### config.mk
export PLATFORM = sky130hd
export DESIGN_NAME = nisc_mac_cpu
export DESIGN_NICKNAME = d
export VERILOG_FILES = /design/src/rtl/nisc_mac_cpu.sv
export SDC_FILE = /design/constraint.sdc
export NUM_CORES = 1
export LEC_CHECK = 0
export BUFFER_PORTS_ARGS = -buffer_cell sky130_fd_sc_hd__buf_4
export CORE_MARGIN = 2
export CORE_UTILIZATION = 60
export CTS_CLUSTER_DIAMETER = 150
export DETAILED_ROUTE_END_ITERATION = 16
export GPL_TIMING_DRIVEN = 1
export PLACE_DENSITY = 0.81
export SLEW_MARGIN = 0
export SYNTH_ARGS = -nofsm -noshare
export SYNTH_HDL_FRONTEND = slang
export SYNTH_SLANG_ARGS = --single-unit
### constraint.sdc
create_clock -name clk -period 12.2 [get_ports clk]
set_clock_uncertainty 0.05 [all_clocks]
set_input_delay 1.22 -clock clk [delete_from_list [all_inputs] [get_ports clk]]
set_output_delay 1.22 -clock clk [all_outputs]
set_load 0.01 [all_outputs]
### src/rtl/nisc_mac_cpu.sv
// nisc_mac_cpu: NISC multiply-accumulate core with an external program store.
// The core presents prog_addr and executes the combinational control_word
// {op, chsel, raddr, imm} that comes back in the same cycle.
//
// Ports:
//   clk           rising-edge clock
//   nReset        synchronous active-low reset
//   prog_addr     program counter driven to the external program store
//   control_word  instruction for prog_addr
//   in_data       CHANNELS packed N-bit signed samples, channel c at [c*N +: N]
//   in_valid      per-channel sample valid
//   in_ready      per-channel consume strobe (combinational, 0 in reset)
//   in_flag       per-channel branch condition flags
//   out_data      registered result
//   out_valid     out_data holds an unconsumed result
//   out_ready     downstream accepts out_data
module nisc_mac_cpu #(
  parameter  int N        = 8,
  parameter  int F        = 4,
  parameter  int PSIZE    = 4,
  parameter  int RSIZE    = 2,
  parameter  int CHANNELS = 2,
  localparam int CSEL     = (CHANNELS > 1) ? $clog2(CHANNELS) : 1,
  localparam int CW       = N + RSIZE + CSEL + 2
) (
  input  logic                  clk,
  input  logic                  nReset,
  output logic [PSIZE-1:0]      prog_addr,
  input  logic [CW-1:0]         control_word,
  input  logic [CHANNELS*N-1:0] in_data,
  input  logic [CHANNELS-1:0]   in_valid,
  output logic [CHANNELS-1:0]   in_ready,
  input  logic [CHANNELS-1:0]   in_flag,
  output logic [N-1:0]          out_data,
  output logic                  out_valid,
  input  logic                  out_ready
);

  localparam int NREG = 2 ** RSIZE;

  typedef enum logic [1:0] {
    OP_MAC    = 2'b00,
    OP_LOAD   = 2'b01,
    OP_BRANCH = 2'b10,
    OP_OUT    = 2'b11
  } op_e;

  // Instruction fields
  logic [N-1:0]     imm;
  logic [RSIZE-1:0] raddr;
  logic [CSEL-1:0]  chsel;
  op_e              op;

  assign imm   = control_word[N-1:0];
  assign raddr = control_word[N +: RSIZE];
  assign chsel = control_word[N+RSIZE +: CSEL];
  assign op    = op_e'(control_word[CW-1 -: 2]);

  // State
  logic [PSIZE-1:0] pc_q, pc_d;
  logic [N-1:0]     out_data_q, out_data_d;
  logic             out_valid_q, out_valid_d;
  logic [N-1:0]     rf_q [NREG];

  logic             rf_we;
  logic [N-1:0]     rf_wdata;

  // Channel selection; out-of-range selectors fall back to channel 0
  logic [31:0]      chsel_w;
  logic [CSEL-1:0]  ch_idx;
  logic [N-1:0]     sample;
  logic             sample_valid;
  logic             sample_flag;

  assign chsel_w = 32'(chsel);
  assign ch_idx  = (chsel_w < 32'(CHANNELS)) ? chsel : '0;

  always_comb begin
    sample       = '0;
    sample_valid = 1'b0;
    sample_flag  = 1'b0;
    for (int unsigned c = 0; c < CHANNELS; c++) begin
      if (32'(ch_idx) == c) begin
        sample       = in_data[c*N +: N];
        sample_valid = in_valid[c];
        sample_flag  = in_flag[c];
      end
    end
  end

  always_comb begin
    in_ready = '0;
    if (nReset && (op == OP_MAC)) begin
      for (int unsigned c = 0; c < CHANNELS; c++) begin
        in_ready[c] = (32'(ch_idx) == c);
      end
    end
  end

  // Fixed-point MAC: full product, floor shift by F, widened add, saturate
  logic [N-1:0]          rd;
  logic signed [2*N-1:0] prod;
  logic signed [2*N-1:0] shifted;
  logic signed [2*N:0]   sum;
  logic [N+1:0]          sum_top;
  logic [N-1:0]          mac_res;

  assign rd      = rf_q[raddr];
  assign prod    = $signed(sample) * $signed(imm);
  assign shifted = prod >>> F;
  assign sum     = $signed({shifted[2*N-1], shifted}) + $signed({{(N+1){rd[N-1]}}, rd});
  assign sum_top = sum[2*N:N-1];

  // The sum fits in N bits exactly when all bits from N-1 upward agree.
  always_comb begin
    if ((sum_top == '0) || (sum_top == '1)) begin
      mac_res = sum[N-1:0];
    end else if (sum[2*N]) begin
      mac_res = {1'b1, {(N-1){1'b0}}};
    end else begin
      mac_res = {1'b0, {(N-1){1'b1}}};
    end
  end

  // Sequencing and writeback
  logic out_stall;
  logic out_issue;

  assign out_stall = out_valid_q & ~out_ready;

  always_comb begin
    pc_d       = pc_q;
    rf_we      = 1'b0;
    rf_wdata   = '0;
    out_issue  = 1'b0;
    unique case (op)
      OP_MAC: begin
        if (sample_valid) begin
          rf_we    = 1'b1;
          rf_wdata = mac_res;
          pc_d     = pc_q + PSIZE'(1);
        end
      end
      OP_LOAD: begin
        rf_we    = 1'b1;
        rf_wdata = imm;
        pc_d     = pc_q + PSIZE'(1);
      end
      OP_BRANCH: begin
        if (sample_flag == imm[N-1]) begin
          pc_d = imm[PSIZE-1:0];
        end else begin
          pc_d = pc_q + PSIZE'(1);
        end
      end
      OP_OUT: begin
        if (!out_stall) begin
          out_issue = 1'b1;
          pc_d      = pc_q + PSIZE'(1);
        end
      end
      default: ;
    endcase
  end

  // An issuing OUT reloads the output even when the old value is consumed
  // on the same edge, so back-to-back results keep out_valid high.
  always_comb begin
    out_data_d  = out_data_q;
    out_valid_d = out_valid_q;
    if (out_issue) begin
      out_data_d  = rd;
      out_valid_d = 1'b1;
    end else if (out_ready) begin
      out_valid_d = 1'b0;
    end
  end

  always_ff @(posedge clk) begin
    if (!nReset) begin
      pc_q        <= '0;
      out_data_q  <= '0;
      out_valid_q <= 1'b0;
      for (int unsigned i = 0; i < NREG; i++) begin
        rf_q[i] <= '0;
      end
    end else begin
      pc_q        <= pc_d;
      out_data_q  <= out_data_d;
      out_valid_q <= out_valid_d;
      if (rf_we) begin
        rf_q[raddr] <= rf_wdata;
      end
    end
  end

  assign prog_addr = pc_q;
  assign out_data  = out_data_q;
  assign out_valid = out_valid_q;

endmodule
==> metrics.csv <==
stage,metric,value,unit
status,status,completed,
layout,layout_common_cells,"inv_1 (94), nor2_1 (56), nor2b_1 (55), fa_1 (55), buf_4 (50)",
layout,multi_input_area,3760,um2
routing,drc_errors,0,
synth,postSynthCellCount,558,
clocking,cts_buffer_depth,2,
synth,synth-seq-area-share,22.7,%
routing,drt-initial-drc-count,227,
clocking,cts_sinks,45,
grt,grt_pass1_vias,4000,
critical_path,slowest_delay,0.61,ns
synth,synth_edf_count,32,
layout,stdcell_area,5950,um2
die,start_util,61.7,%
sta,max_slew_margin,34.7,%
placement,port_buffers,50,
layout,nFillCells,682,
flow_run,maxCapViolCount,0,
clocking,cts_setup_buffers,0,
placement,gp_congestion,0.842,
die,dieArea,9740,um2
layout,seq_area,1220,um2
sta,setup-tns-final,0,ns
grt,grt.total_usage,25.0,%
synth,avgSynthCellArea,9.64,um2
critical_path,cp.required,12.18,ns
routing,ant_nets,0,
synth,synth_flop_cell,edfxtp_1,
routing,routed_wl,11800,um
clocking,cts_resized,0,
clocking,clk_latency,0.30,ns
sta,min_period,8.34,ns
grt,overflow,0,
grt,grt_pass1_wl,19400,um
sta,setup_viol,0,
sta,post-route-period-util,68.4,%
critical_path,start_kind,input pin,
routing,vias,4030,
synth,syn_area,5380,um2
critical_path,crit_arrival,8.32,ns
clocking,cts_buffers,5,
sta,tightest_slew,0.978,ns
placement,dp_hpwl,9430,um
clocking,htree_levels,2,
die,core_area,8720,um2
critical_path,cp.buffers_inverters,7,
sta,maxSlewViolCount,0,
routing,avgRoutedWirePerCell,16.6,um
die,fp.dieW,98.7,um
sta,rsz0062_at_grt,no,
sta,fin_ws,3.86,ns
critical_path,cp-end-kind,flop,
hold_path,min_path_type,reg -> reg,
critical_path,critPathMaxFanout,12,
grt,antenna_found_initial,0,
critical_path,cp_top_family,adder cells,
routing,firstDrtPassIters,5,
critical_path,path_common_cell,inv_1,
die,die_h,98.7,um
synth,ys_async_sr_fraction,0,%
clocking,hold_buffers,0,
grt,grt_max_degree,21,
layout,synthToLayoutAreaGrowth,10.6,%
synth,ys_seq_elements,45,
placement,dpl_cell_area,5840,um2
layout,num-nets-final,735,
layout,drive_gt1_share,13.3,%
clocking,clkTransAtPathRegs,0.08,ns
placement,dpl_worst_slack,3.62,ns
die,ioPinCount,51,
clocking,cts_tree,built,
die,rows,34,
sta,fmax,0.120,GHz
synth,synth_nets,691,
sta,hold_violations,0,
layout,final_common_cell,inv_1,
routing,avgViaCountPerCell,5.67,
layout,n_antenna_cell,0,
synth,yosys_warnings,0,
critical_path,crit_slowest_cell,mux2i_1,
critical_path,path_class,in -> reg,
clocking,cts_root_buf,clkbuf_8,
synth,synth_cell_types,51,
-- synth_stat cells (2+ instances only) --
master / instances / area (um2)
a211o_1: 2 / 17.5
a211oi_1: 2 / 15.0
a211oi_2: 4 / 50.1
a21boi_0: 2 / 15.0
a21o_1: 8 / 60.1
a21oi_1: 19 / 95.1
a221oi_2: 4 / 60.1
and2_1: 11 / 68.8
buf_1: 3 / 11.3
clkbuf_1: 10 / 37.5
dfxtp_1: 13 / 260
edfxtp_1: 32 / 961
fa_1: 55 / 1100
ha_1: 42 / 526
inv_1: 94 / 353
mux2i_1: 19 / 190
mux4_2: 8 / 180
nand2_1: 22 / 82.6
nand2b_1: 18 / 113
nand3_1: 4 / 20.0
nand4_1: 2 / 12.5
nor2_1: 56 / 210
nor2b_1: 55 / 344
nor3_1: 4 / 20.0
nor3b_1: 2 / 15.0
o211ai_1: 3 / 22.5
o21a_1: 2 / 15.0
o21ai_0: 12 / 60.1
o22ai_1: 2 / 12.5
or3_1: 3 / 18.8
xnor2_1: 19 / 166
xor2_1: 7 / 61.3
-- layer usage --
metal | up-vias | wire length [um] | GRT usage [%]
met3 | 18 | 685 | 3.19
met2 | 124 | 5830 | 41.1
met1 | 1967 | 5090 | 35.6
met4 | 0 | 180 | 6.53
li1 | 1921 | - | -
met5 | - | 0 | 0
-- flip-flops by register name (all words and copies together), names as in the netlist --
register,cells
out_data,8
out_valid,1
prog_addr,4
rf_q,32
-- final cells by class --
| class | instances | share of cell area (%) |
|---|---|---|
| Timing Repair Buffer | 50 | 6.31 |
| Inverter | 94 | 5.93 |
| Multi-Input combinational cell | 406 | 63.2 |
| Tap cell | 108 | 2.27 |
| Sequential cell | 45 | 20.5 |
| Clock buffer | 6 | 1.22 |
| Clock inverter | 2 | 0.568 |
-- worst register-to-register path: cells and delay by family (launching register included) --
kind                       cells  cell delay, ns
AOI/OAI and AO/OA              4            1.25
and+or+nand+nor                4            0.94
muxes                          1            0.54
DFF                            1            0.38
adders and majority gates      1            0.38
-- metrics by stage --
step / std cells / hold slack (ns) / utilization, %
final: 711 / 0.478 / 68.2
after detailed placement: 703 / 0.461 / 67.0
after global placement: 703 / 0.450 / 67.0
after floorplan: 558 / 0.476 / -
after CTS: 711 / 0.482 / 68.2
after global routing: 711 / 0.524 / 68.2
-- kinds of logic after synthesis --
group           count (synthesis)  synth area share [%]
xor+xnor                       26                  4.23
simple gates                  183                  17.9
fa+ha+maj                      97                  30.2
mux                            28                  7.09
compound gates                 72                  10.4
flops                          45                  22.7
buf+inv                       107                  7.47
-- final timing paths --
path / cells past startpoint / from / endpoint / slack (ns)
setup / recovery: 27 / control_word[10] / rf_q[0][2] / 3.86
hold / removal: 2 / prog_addr[0] / prog_addr[0] / 0.48
setup reg to reg: 10 / rf_q[3][2] / rf_q[0][2] / 8.41
hold reg to reg: 2 / prog_addr[0] / prog_addr[0] / 0.48
Power is not shown: default switching activity piles up to over one toggle a cycle in this logic, so the estimate is an artifact.
